`src/rtl/stdp_update_scheduler.sv`:
```
// STDP update scheduler: per-synapse spike timers, LTP/LTD request queue and one shared weight-update datapath.
// Build option: define STDP_SCHED_RR_EN for a round-robin arbiter; otherwise the lowest pending index wins.
module stdp_update_scheduler #(
  parameter int N_SYN    = 4,
  parameter int W_WIDTH  = 8,
  parameter int T_WIDTH  = 8,
  parameter int T_WINDOW = 16,
  parameter int W_INIT   = 16,
  localparam int IDX_W   = $clog2(N_SYN)
) (
  input  logic               clk,
  input  logic               rst_n,
  input  logic               en,
  input  logic [N_SYN-1:0]   pre_spike,
  input  logic               post_spike,
  input  logic [IDX_W-1:0]   wt_rd_idx,
  output logic [W_WIDTH-1:0] wt_rd_data,
  output logic               busy,
  output logic               upd_valid,
  output logic [IDX_W-1:0]   upd_idx,
  output logic               upd_ltp,
  output logic [T_WIDTH-1:0] upd_dt
);

  localparam logic [T_WIDTH-1:0] T_MAX = '1;
  localparam logic [T_WIDTH-1:0] T_WIN = T_WIDTH'(T_WINDOW);
  localparam logic [W_WIDTH-1:0] W_MAX = '1;
  localparam logic [W_WIDTH-1:0] W_RST = W_WIDTH'(W_INIT);
  localparam logic [IDX_W-1:0]   I_LAST = IDX_W'(N_SYN - 1);

  typedef enum logic {
    IDLE,
    APPLY
  } state_t;

  state_t state;

  logic [W_WIDTH-1:0] weight [N_SYN];
  logic [T_WIDTH-1:0] pre_timer [N_SYN];
  logic [T_WIDTH-1:0] post_timer;

  logic [N_SYN-1:0]   ltp_pend;
  logic [N_SYN-1:0]   ltd_pend;
  logic [T_WIDTH-1:0] ltp_dt [N_SYN];
  logic [T_WIDTH-1:0] ltd_dt [N_SYN];

  logic [N_SYN-1:0]   ltp_set;
  logic [N_SYN-1:0]   ltd_set;
  logic [T_WIDTH-1:0] ltp_new_dt [N_SYN];

  logic [N_SYN-1:0]   pend;
  logic               gnt_vld;
  logic [IDX_W-1:0]   gnt_idx;

  logic [IDX_W-1:0]   sel_idx;
  logic               sel_ltp;
  logic [T_WIDTH-1:0] sel_dt;
  logic [W_WIDTH-1:0] sel_w;

  logic [T_WIDTH-1:0] delta_t;
  logic [W_WIDTH-1:0] delta;
  logic [W_WIDTH:0]   sum;
  logic [W_WIDTH-1:0] new_w;

`ifdef STDP_SCHED_RR_EN
  logic [IDX_W-1:0]   rr_ptr;
  logic               found;
  int                 rr_j;
`endif

  assign wt_rd_data = weight[wt_rd_idx];
  assign busy = (|ltp_pend) | (|ltd_pend) | (state != IDLE);

  // Request detection from pre-update timer values; coincident spikes give LTP at dt=0 only
  always_comb begin
    ltp_set = '0;
    ltd_set = '0;
    for (int i = 0; i < N_SYN; i++) begin
      ltp_new_dt[i] = pre_spike[i] ? '0 : pre_timer[i];
      ltp_set[i] = en & post_spike &
                   (pre_spike[i] | (pre_timer[i] < T_WIN));
      ltd_set[i] = en & pre_spike[i] & ~post_spike &
                   (post_timer < T_WIN);
    end
  end

  // Arbiter: choose which synapse the datapath serves next
  always_comb begin
    pend    = ltp_pend | ltd_pend;
    gnt_vld = |pend;
    gnt_idx = '0;
`ifdef STDP_SCHED_RR_EN
    found = 1'b0;
    rr_j  = 0;
    for (int k = 0; k < N_SYN; k++) begin
      rr_j = (int'(rr_ptr) + k) % N_SYN;
      if (!found && pend[rr_j]) begin
        found   = 1'b1;
        gnt_idx = IDX_W'(rr_j);
      end
    end
`else
    for (int k = N_SYN - 1; k >= 0; k--) begin
      if (pend[k]) gnt_idx = IDX_W'(k);
    end
`endif
  end

  // Saturating weight arithmetic for the latched request
  always_comb begin
    delta_t = T_WIN - sel_dt;
    delta   = W_WIDTH'(delta_t);
    sum     = {1'b0, sel_w} + {1'b0, delta};
    new_w   = sel_w;
    if (sel_ltp) begin
      new_w = sum[W_WIDTH] ? W_MAX : sum[W_WIDTH-1:0];
    end else begin
      new_w = (sel_w < delta) ? '0 : (sel_w - delta);
    end
  end

  // Spike timers: cleared by a spike, otherwise count up and hold at max
  always_ff @(posedge clk) begin
    if (!rst_n) begin
      post_timer <= T_MAX;
      for (int i = 0; i < N_SYN; i++) pre_timer[i] <= T_MAX;
    end else begin
      if (post_spike)
        post_timer <= '0;
      else if (post_timer != T_MAX)
        post_timer <= post_timer + 1'b1;
      for (int i = 0; i < N_SYN; i++) begin
        if (pre_spike[i])
          pre_timer[i] <= '0;
        else if (pre_timer[i] != T_MAX)
          pre_timer[i] <= pre_timer[i] + 1'b1;
      end
    end
  end

  // Update FSM with request queue and weight file; new captures override same-cycle clears
  always_ff @(posedge clk) begin
    if (!rst_n) begin
      state     <= IDLE;
      ltp_pend  <= '0;
      ltd_pend  <= '0;
      sel_idx   <= '0;
      sel_ltp   <= 1'b0;
      sel_dt    <= '0;
      sel_w     <= '0;
      upd_valid <= 1'b0;
      upd_idx   <= '0;
      upd_ltp   <= 1'b0;
      upd_dt    <= '0;
`ifdef STDP_SCHED_RR_EN
      rr_ptr    <= '0;
`endif
      for (int i = 0; i < N_SYN; i++) begin
        weight[i] <= W_RST;
        ltp_dt[i] <= '0;
        ltd_dt[i] <= '0;
      end
    end else begin
      upd_valid <= 1'b0;
      unique case (state)
        IDLE: begin
          if (gnt_vld) begin
            sel_idx <= gnt_idx;
            sel_w   <= weight[gnt_idx];
            if (ltp_pend[gnt_idx]) begin
              sel_ltp <= 1'b1;
              sel_dt  <= ltp_dt[gnt_idx];
              ltp_pend[gnt_idx] <= 1'b0;
            end else begin
              sel_ltp <= 1'b0;
              sel_dt  <= ltd_dt[gnt_idx];
              ltd_pend[gnt_idx] <= 1'b0;
            end
`ifdef STDP_SCHED_RR_EN
            rr_ptr <= (gnt_idx == I_LAST) ? '0 : gnt_idx + 1'b1;
`endif
            state <= APPLY;
          end
        end
        APPLY: begin
          weight[sel_idx] <= new_w;
          upd_valid <= 1'b1;
          upd_idx   <= sel_idx;
          upd_ltp   <= sel_ltp;
          upd_dt    <= sel_dt;
          state     <= IDLE;
        end
        default: state <= IDLE;
      endcase
      for (int i = 0; i < N_SYN; i++) begin
        if (ltp_set[i]) begin
          ltp_pend[i] <= 1'b1;
          ltp_dt[i]   <= ltp_new_dt[i];
        end
        if (ltd_set[i]) begin
          ltd_pend[i] <= 1'b1;
          ltd_dt[i]   <= post_timer;
        end
      end
    end
  end

`ifndef STDP_SCHED_RR_EN
  logic unused_last;
  assign unused_last = ^I_LAST;
`endif

endmodule

```
`config.mk`:
```
export PLATFORM = sky130hd
export DESIGN_NAME = stdp_update_scheduler
export DESIGN_NICKNAME = d
export VERILOG_FILES = /design/src/rtl/stdp_update_scheduler.sv
export SDC_FILE = /design/constraint.sdc
export NUM_CORES = 1
export LEC_CHECK = 0
export ABC_AREA = 1
export CELL_PAD_IN_SITES_DETAIL_PLACEMENT = 1
export CELL_PAD_IN_SITES_GLOBAL_PLACEMENT = 2
export CORE_ASPECT_RATIO = 0.5
export CORE_MARGIN = 4
export CORE_UTILIZATION = 41
export DETAILED_ROUTE_END_ITERATION = 6
export PLACE_DENSITY = 0.82
export SLEW_MARGIN = 20
export SYNTH_ARGS = -nofsm -noshare
export SYNTH_HDL_FRONTEND = slang
export SYNTH_SLANG_ARGS = --single-unit
```
`constraint.sdc`:
```
create_clock -name clk -period 6 [get_ports clk]
set_clock_uncertainty 0.05 [all_clocks]
set_input_delay 0.9 -clock clk [delete_from_list [all_inputs] [get_ports clk]]
set_output_delay 0.9 -clock clk [all_outputs]
set_load 0.01 [all_outputs]
```
==> impl_results.md, run 1 <==
- Sequential Area: 0.00480 sq mm
- Vias per std cell: 5.08
- WL final: 24.8 mm
- Worst Path Buf+Inv: 3
- Number of global-route vias before repair: 7,632
- Final-report setup violation count: 0
- Relative max-transition margin: 53.2%
- CTS root buf: clkbuf_16
- Final slew viol count: 0
- Delay-heaviest family, CP: buffers and inverters
- Number of flops mapped to enable cells by yosys: roughly 130
- #FFs+latches synth: 176
- CTS hold repair buffers: 0
- Internal Dissipation: 0.00231 W
- CP max FO: 17
- CORE AREA: 0.0218 sq mm
- I/O Buffers: 30
- # Post-CTS Setup Buffers: 0
- Dpl cell area: 0.00976 sq mm
- Layout cells sized above 1: between 6 and 7%
- Worst Setup End Kind: output port
- CTS resizes: 0
- Pre-CTS WS: 2110 ps
- Die W: between 200 and 250 um
- Most used flip-flop cell after synthesis: edfxtp_1
- CP cell instances: clkdlybuf4s50_1 > inv_1 > o21ai_0 > o22ai_1 > clkdlybuf4s50_1
- RSZ-0062 raised after global routing: false
- Grt total ovfl: 0
- Switching share of power: ~31%
- Total CTS buffers: 17
- Drt wl/cell: 17.4 um
- Async SR Flop Fraction: 0%
- Max-cap violation count: 0
- Post-synthesis cell type count: 48
- Critical path's largest stage delay: ~700 ps
- Initial core utilization: a little over two fifths
- Tmin final: just under 4000 ps
- PD cells: 322 mW/mm^2
- Main area contributors after synthesis: edfxtp_1, dfxtp_1, nand2_1
- Multi-input logic area: between 0.003 and 0.004 sq mm
- Clock power share: a little over a third
- Mapped Area: 0.00915 sq mm
- Clk_lat worst skew: 460 ps
- Synth top area share: 42.0%
- CTS tree: yes
- Fmax: 258 MHz
- Net Sw Power: a little over 0.001 W
- Period utilization: between 60% and 70%
- Tot Pwr: 0.00334 W
- VDD IR max: 0.170 mV
- Leak Pwr: 4.55 nW
- Routability congestion estimate: 0.798
- Crit path top cell by count: clkdlybuf4s50_1
- Die Span Y: 114 um
- Slew @ Worst Pin: 701 ps
- First-pass GRT wire length: 41.0 mm
- Sequential power share: 43.6%
- Hpwl dp: between 15 and 20 mm
- Iteration-0 DRC Markers: 394
- Post-synth top area cell: edfxtp_1
- Worst EP arrival: a little under 3000 ps
- Final hold vios: 0
- Synth Instances: 1,058
- # H-tree levels: 4
- Reg clk slew, reported paths: 60 ps
- Crit path launch type: input port
- Worst hold path class: register to register
- Standard-cell rows: 38
- Most frequent cells in the layout: nand2_1, inv_1, edfxtp_1
- Antenna Cells: 0
- Routed Antenna Nets: 0
- Initial antenna violation count: 0
- Setup TNS Final: 0 ps
- Fill count: 2,625
- CP required: 5050 ps
- TritonRoute pass-1 iters: 4
- Area Growth Syn to Fin: 13.5%
- Clock Tree Buf Depth: 2
- Die area: 0.0249 sq mm
- Outcome: finished clean
- Yosys warnings: 0
- Commonest non-fill, non-tap cell in the layout: nand2_1
- Final instance area: roughly 0.010 sq mm
- Syn_area_per_cell: 8.65 sq um
- Critical setup path kind: input port to output port
- Clock sinks: 176
- Sequential share of the synthesized area: between 50% and 60%
- I/O Pins: 31
- Logic pwr share: 20.8%
- Post-route DRC: 0
- Critical-path top delay cell: clkdlybuf4s50_1
- Final #Nets: 1,146
- Final worst slack: 2130 ps
- GRT Overall Usage: 21.3%
- Largest net degree at the start of global routing: 46
- DR vias: slightly above 7,000
==> cells by family after synthesis <==
group | after synthesis | synth area share [%]
compound gates | 135 | 8.18
xor+xnor | 17 | 1.63
fa+ha+maj | 24 | 3.45
buf+inv | 171 | 7.99
flops | 176 | 52.5
other cells | 1 | 0.0410
simple gates | 534 | 26.2
==> worst register-to-register path: stages (launching register included) <==
cell and delay, ps:
dfxtp_1 420, inv_1 80, ha_1 210, nand3_1 130, nand2_1 60, nand2_1 90
xor2_1 260, inv_1 80, ha_1 410, nor2_1 170, inv_1 50, o21a_1 180
nand2_1 90, nand2_1 60, nand2_1 260, nand3_1 280, nor2_1 180
==> routing by layer <==
| layer | routed length (um) | vias to the layer above | track usage, % |
|---|---|---|---|
| li1 | - | 3598 | - |
| met1 | 11900 | 3560 | 27.8 |
| met2 | 12200 | 61 | 37.1 |
| met3 | 494 | 20 | 4.13 |
| met4 | 266 | 0 | 5.17 |
| met5 | 0 | - | 0 |
==> power groups by stage <==
stage               registers [W]  clock network (W)  logic, W
global route              0.00147            0.00127  0.000795
global placement          0.00148                  0  0.000676
finish                    0.00146            0.00119  0.000694
detailed placement        0.00149                  0  0.000694
CTS                       0.00146            0.00121  0.000700
floorplan                 0.00146                  0  0.000512
==> cell usage after synthesis, types with 6 or more instances <==
cell,number
nor2_1,111
ha_1,22
buf_6,8
nand3_2,7
nand4_1,25
nor3_1,13
o31ai_1,6
edfxtp_1,128
buf_2,6
xor2_1,12
nor2_4,6
inv_1,139
dfxtp_1,48
nand3_1,103
o21ai_0,64
nand2_1,247
o22ai_1,8
a21oi_1,35
clkbuf_1,8
a31oi_1,7
==> metrics by stage <==
step	util, %	instances	hold WS [ps]
floorplan	-	1089	401
global placement	44.8	1393	417
detailed placement	44.8	1393	428
CTS	47.7	1425	440
global route	47.7	1425	465
finish	47.7	1425	433
==> final cells by class <==
class / instances / share of cell area (%)
clock buffers: 20 / 4.50
clock inverters: 12 / 1.51
inverters: 143 / 5.19
multi-input cells: 742 / 35.9
flip-flops and latches: 176 / 46.3
well taps: 300 / 3.62
repair buffers: 32 / 2.99
==> final timing paths <==
path | startpoint | to | slack (ps) | cells past startpoint
hold / removal | upd_ltp | upd_ltp | 430 | 2
setup / recovery | wt_rd_idx[0] | wt_rd_data[4] | 2130 | 5
setup reg to reg | sel_dt[0] | weight[0][6] | 2790 | 16
hold reg to reg | upd_ltp | upd_ltp | 430 | 2
==> state kept, by name, indices dropped and copies added (netlist names) <==
signal and cells:
upd_idx 2, upd_ltp 1, upd_valid 1, sel_w 8
upd_dt 8, ltd_dt 32, weight 32, post_timer 8
state 1, ltp_pend 4, pre_timer 32, ltp_dt 32
sel_ltp 1, sel_dt 8, sel_idx 2, ltd_pend 4
(Power assumes the default switching activity.)
==> inputs of run 2 (changes only) <==
--- a/config.mk
+++ b/config.mk
@@ -10,9 +10,9 @@
 export CELL_PAD_IN_SITES_GLOBAL_PLACEMENT = 2
 export CORE_ASPECT_RATIO = 0.5
 export CORE_MARGIN = 4
-export CORE_UTILIZATION = 41
+export CORE_UTILIZATION = 38
 export DETAILED_ROUTE_END_ITERATION = 6
-export PLACE_DENSITY = 0.82
+export PLACE_DENSITY = 0.77
 export SLEW_MARGIN = 20
 export SYNTH_ARGS = -nofsm -noshare
 export SYNTH_HDL_FRONTEND = slang
==> constraint.sdc (replaced) <==
create_clock -name clk -period 4 [get_ports clk]
set_clock_uncertainty 0.05 [all_clocks]
set_input_delay 0.6 -clock clk [delete_from_list [all_inputs] [get_ports clk]]
set_output_delay 0.6 -clock clk [all_outputs]
set_load 0.01 [all_outputs]
==> run 2 against run 1 <==
- die area is 7.5% higher
- first-iteration DRC count increased by 1.5%
- sequential power grew 49%
- count of clock-buffer cells in the layout fell by 3
- worst hold slack lost 8.8 ps
- largest cell class unchanged
==> impl_results.md, run 2 (same netlist as run 1, synthesis figures left out) <==
- Reg clk slew, reported paths: roughly 70 ps
- Worst Path Buf+Inv: 4
- CP max FO: 17
- Pre-CTS WS: 822 ps
- Met1 usage: between 20% and 30%
- I/O Buffers: 30
- CP cell instances: clkdlybuf4s50_1 > buf_4 > inv_1 > o21ai_0 > o22ai_1 > clkdlybuf4s50_1
- First-pass GRT wire length: 40.5 mm
- Clock power share: 37.4%
- CTS resizes: 0
- Period utilization: 80.1%
- CTS root buf: clkbuf_16
- Hpwl dp: about 19 mm
- Net Sw Power: around 0.0016 W
- Grt met3 use: 3.61%
- Tmin final: 3200 ps
- Final slew viol count: 0
- CP required: 3350 ps
- RSZ-0062 raised after global routing: false
- Final worst slack: 795 ps
- Largest net degree at the start of global routing: 31
- Die W: 227 um
- PD cells: roughly 500 mW/mm^2
- Antenna Cells: 0
- Die Span Y: 118 um
- Clock Tree Buf Depth: 2
- Post-route DRC: 0
- VDD IR max: around 0.25 mV
- Most frequent cells in the layout: nand2_1, inv_1, edfxtp_1
- GRT Overall Usage: around a fifth
- Fmax: 312 MHz
- Initial core utilization: roughly two fifths
- Worst EP arrival: 2550 ps
- # Post-CTS Setup Buffers: 0
- Logic pwr share: 20.6%
- # H-tree levels: 4
- Iteration-0 DRC Markers: 400
- Leak Pwr: 4.58 nW
- CTS hold repair buffers: 0
- Drt wl/cell: about 17 um
- Number of global-route vias before repair: 7,562
- Grt peak-use layer: met2
- Final #Nets: ~1,100
- Grt total ovfl: 0
- Vias per std cell: 5.08
- Layout cells sized above 1: 6.39%
- I/O Pins: 31
- Critical path's largest stage delay: roughly 580 ps
- Crit path launch type: input port
- Final hold vios: 0
- Setup TNS Final: 0 ps
- DR vias: between 7,000 and 8,000
- Routability congestion estimate: about 0.82
- Crit path top cell by count: clkdlybuf4s50_1
- Die area: 0.0268 sq mm
- Slew @ Worst Pin: approximately 800 ps
- Commonest non-fill, non-tap cell in the layout: nand2_1
- CORE AREA: approximately 0.023 sq mm
- Outcome: finished clean
- Relative max-transition margin: 47.0%
- WL final: around 25 mm
- Delay-heaviest family, CP: buffers and inverters
- Clock sinks: roughly 180
- Critical-path top delay cell: clkdlybuf4s50_1
- Area Growth Syn to Fin: 14.3%
- Routed Antenna Nets: 0
- Switching share of power: 30.6%
- Max-cap violation count: 0
- Initial antenna violation count: 0
- TritonRoute pass-1 iters: 5
- Tot Pwr: 0.00521 W
- Sequential power share: a little over two fifths
- Critical setup path kind: input port to output port
- CTS tree: yes
- Worst Setup End Kind: output port
- Worst hold path class: register to register
- Internal Dissipation: 0.00361 W
- Standard-cell rows: 39
- Total CTS buffers: 17
- Final-report setup violation count: 0
- Clk_lat worst skew: 450 ps
- M2 GR Usage: 31.9%
-- run 2: layout make-up --
| class | count | area, sq um |
|---|---|---|
| multi-input combinational | 742 | 3730 |
| sequential | 176 | 4800 |
| inverter | 143 | 539 |
| tap | 307 | 384 |
| clock buffer | 17 | 425 |
| fill | 2748 | 12800 |
| timing repair buffer | 33 | 318 |
| clock inverter | 15 | 253 |
-- run 2: final timing paths --
check / start / end / slack, ps / cells past startpoint
hold / removal: upd_dt[7] / upd_dt[7] / 420 / 2
hold reg to reg: upd_dt[7] / upd_dt[7] / 420 / 2
setup / recovery: wt_rd_idx[0] / wt_rd_data[6] / 800 / 6
setup reg to reg: sel_dt[0] / weight[1][7] / 1020 / 16
-- run 2: worst reg2reg max path, cell delays in order (launching register included) --
cell and delay (ps):
dfxtp_1 410, inv_1 80, ha_1 200, nand3_1 120, nand2_1 60, nand2_1 70
xor2_1 190, inv_1 70, ha_1 440, inv_1 120, a21o_1 170, a21oi_1 200
nand2_1 110, nand2_1 70, nand3_1 110, nand3_1 210, nor2_1 70
-- run 2: through the flow --
step           util (%)  instances  instance area (sq um)  hold WS, ps
2_1_floorplan         -       1089                   9270          401
3_3_place_gp       42.1       1401                   9780          413
3_5_place_dp       42.1       1401                   9780          417
4_1_cts            45.0       1433                  10500          429
5_1_grt            45.0       1433                  10500          449
6_report           45.0       1433                  10500          424
-- run 2: power by group through the flow --
stage	Sequential [W]	Clock, W	Combinational (W)
floorplan	0.00219	0	0.000768
CTS	0.00218	0.00198	0.00108
global route	0.00220	0.00206	0.00122
finish	0.00218	0.00195	0.00107
global placement	0.00222	0	0.00106
detailed placement	0.00222	0	0.00108
-- run 2: per-layer routing --
| layer | share of wire [%] | vias to the layer above |
|---|---|---|
| met5 | 0 | - |
| met4 | 1.7 | 0 |
| met3 | 2.3 | 24 |
| met2 | 48 | 70 |
| met1 | 48 | 3574 |
| li1 | - | 3606 |
==> inputs of run 3 (changes only) <==
--- a/config.mk
+++ b/config.mk
@@ -10,9 +10,9 @@
 export CELL_PAD_IN_SITES_GLOBAL_PLACEMENT = 2
 export CORE_ASPECT_RATIO = 0.5
 export CORE_MARGIN = 4
-export CORE_UTILIZATION = 38
+export CORE_UTILIZATION = 35
 export DETAILED_ROUTE_END_ITERATION = 6
-export PLACE_DENSITY = 0.77
+export PLACE_DENSITY = 0.75
 export SLEW_MARGIN = 20
 export SYNTH_ARGS = -nofsm -noshare
 export SYNTH_HDL_FRONTEND = slang
==> constraint.sdc (replaced) <==
create_clock -name clk -period 2.8 [get_ports clk]
set_clock_uncertainty 0.05 [all_clocks]
set_input_delay 0.42 -clock clk [delete_from_list [all_inputs] [get_ports clk]]
set_output_delay 0.42 -clock clk [all_outputs]
set_load 0.01 [all_outputs]
==> run 3 against run 2 <==
- critical path depth grew 8
- sequential power grew 44%
- power grew 42%
- non-clock buffer count grew 28
- sequential share of layout area shrank 1.7 points
- via count grew 1.2%
- utilization shrank 2.3 points
- die area grew 8.1%
==> impl_results.md, run 3 (same netlist as run 1, synthesis figures left out) <==
- Final core occ: between 40% and 50%
- Die W: around 240 um
- Number of global-route vias before repair: 7,659
- Worst Hold Slack: 310 ps
- Beginning of the critical path: sel_dt[1]
- First-pass GRT wire length: 41.0 mm
- Fill count: approximately 3,100
- Area Growth Syn to Fin: 18.7%
- Leak Pwr: around 4.7 nW
- Final-report setup violation count: 0
- CP max FO: 6
- CORE AREA: ~0.025 sq mm
- Antenna Cells: 0
- Post-route DRC: 0
- Routed Antenna Nets: 0
- Routability congestion estimate: approximately 0.84
- Worst EP arrival: 2810 ps
- GRT Overall Usage: 18.3%
- Reg2reg start: sel_dt[1]
- Final slew viol count: 0
- Clock sinks: 176
- I/O Pins: 31
- I/O Buffers: 30
- Worst Setup End Kind: register
- Crit path launch type: register
- CTS hold repair buffers: 0
- Drt wl/cell: 17.3 um
- Worst hold path class: input port to register
- Commonest non-fill, non-tap cell in the layout: nand2_1
- Largest net degree at the start of global routing: 28
- Iteration-0 DRC Markers: 441
- Total CTS buffers: 17
- Grt total ovfl: 0
- WL final: 25.9 mm
- CTS root buf: clkbuf_16
- Vias per std cell: 4.92
- CTS tree: yes
- Die area: roughly 0.029 sq mm
- TritonRoute pass-1 iters: 5
- PD cells: 683 mW/mm^2
- Die Span Y: 122 um
- Hold path start: rst_n
- Outcome: finished clean
- Hpwl dp: 19.4 mm
- # H-tree levels: 4
- Most frequent cells in the layout: nand2_1, inv_1, edfxtp_1
- Standard-cell rows: between 40 and 50
- Max-cap violation count: 0
- Slew @ Worst Pin: between 600 and 700 ps
- Fmax: 375 MHz
- Relative max-transition margin: approximately three fifths
- Final hold vios: 0
- VDD IR max: 0.410 mV
- Initial antenna violation count: 0
- DR vias: 7,364
- CP required: 2940 ps
- Layout cells sized above 1: 12.0%
- Tmin final: 2670 ps
- Period utilization: 95.2%
- Critical setup path kind: register to register
- Initial core utilization: 36.0%
- Final #Nets: 1,175
- Clock Tree Buf Depth: 2
- Clk_lat worst skew: between 400 and 500 ps
- Reg clk slew, reported paths: 70 ps
==> run 3: cell count changes in the layout (fill, tap and decap cells not counted), sizes merged <==
cell,before,now
bufinv,6,1
buf,4,32
clkinv,3,4
clkinvlp,1,0
clkbuf,17,22
==> run 3: path summary, 6_finish.rpt <==
check / to / slack, ps / cells past startpoint
worst min-delay path: upd_ltp / 310 / 3
worst max-delay path: weight[1][5] / 130 / 14
worst max register to register: weight[1][5] / 130 / 14
worst min register to register: upd_ltp / 420 / 2
==> run 3: stage by stage <==
step / setup WS, ps / cell area [sq um] / instances / power (W) / TNS [ps]
final: 134 / 10900 / 1498 / 0.00741 / 0
after global routing: -27.5 / 10900 / 1498 / 0.00783 / -63.1
after detailed placement: -43.0 / 10000 / 1464 / 0.00484 / -186
after floorplan: 311 / 9270 / 1089 / 0.00423 / 0
after global placement: 53.5 / 10000 / 1464 / 0.00481 / 0
after CTS: 0.0828 / 10600 / 1496 / 0.00731 / 0
==> run 3: what timing repair did <==
action                     in CTS  in global routing
resized for setup               3                 48
buffers inserted                0                  2
pin swaps                       0                  6
setup endpoints to repair      20                 32
==> run 3: critical path, cell delays in order, from the launching register on <==
cell     delay [ps]
dfxtp_2         340
nor3_2          190
nand2_1         120
buf_4           150
nand2_1         120
inv_1            60
ha_1            330
a21oi_1         140
o21ai_0         180
nand2_1         120
nand3_1         140
nor2_4          180
nand3_1         140
nand3_4         110
nor2_2           60
==> run 3: final cells by class <==
| class | count | area, sq um | share of cell area (%) |
|---|---|---|---|
| clock buffers | 22 | 507 | 4.67 |
| clock inverters | 10 | 93.8 | 0.864 |
| inverters | 143 | 539 | 4.97 |
| multi-input cells | 742 | 3940 | 36.3 |
| flip-flops and latches | 176 | 4810 | 44.3 |
| well taps | 344 | 430 | 3.96 |
| repair buffers | 61 | 541 | 4.98 |
==> run 3: where the power goes <==
part / internal [W] / leakage, nW / switching [W] / total, W
clock network: 0.00139 / 0.304 / 0.00106 / 0.00245
logic: 0.000657 / 2.74 / 0.00118 / 0.00184
registers: 0.00299 / 1.68 / 0.000136 / 0.00313
==> run 3: layer usage <==
| metal | global-route usage, % | vias to the layer above | wire length (um) |
|---|---|---|---|
| met3 | 3.28 | 32 | 629 |
| met5 | 0 | - | 0 |
| met4 | 6.52 | 0 | 531 |
| li1 | - | 3664 | - |
| met1 | 23.4 | 3594 | 12000 |
| met2 | 31.6 | 74 | 12700 |
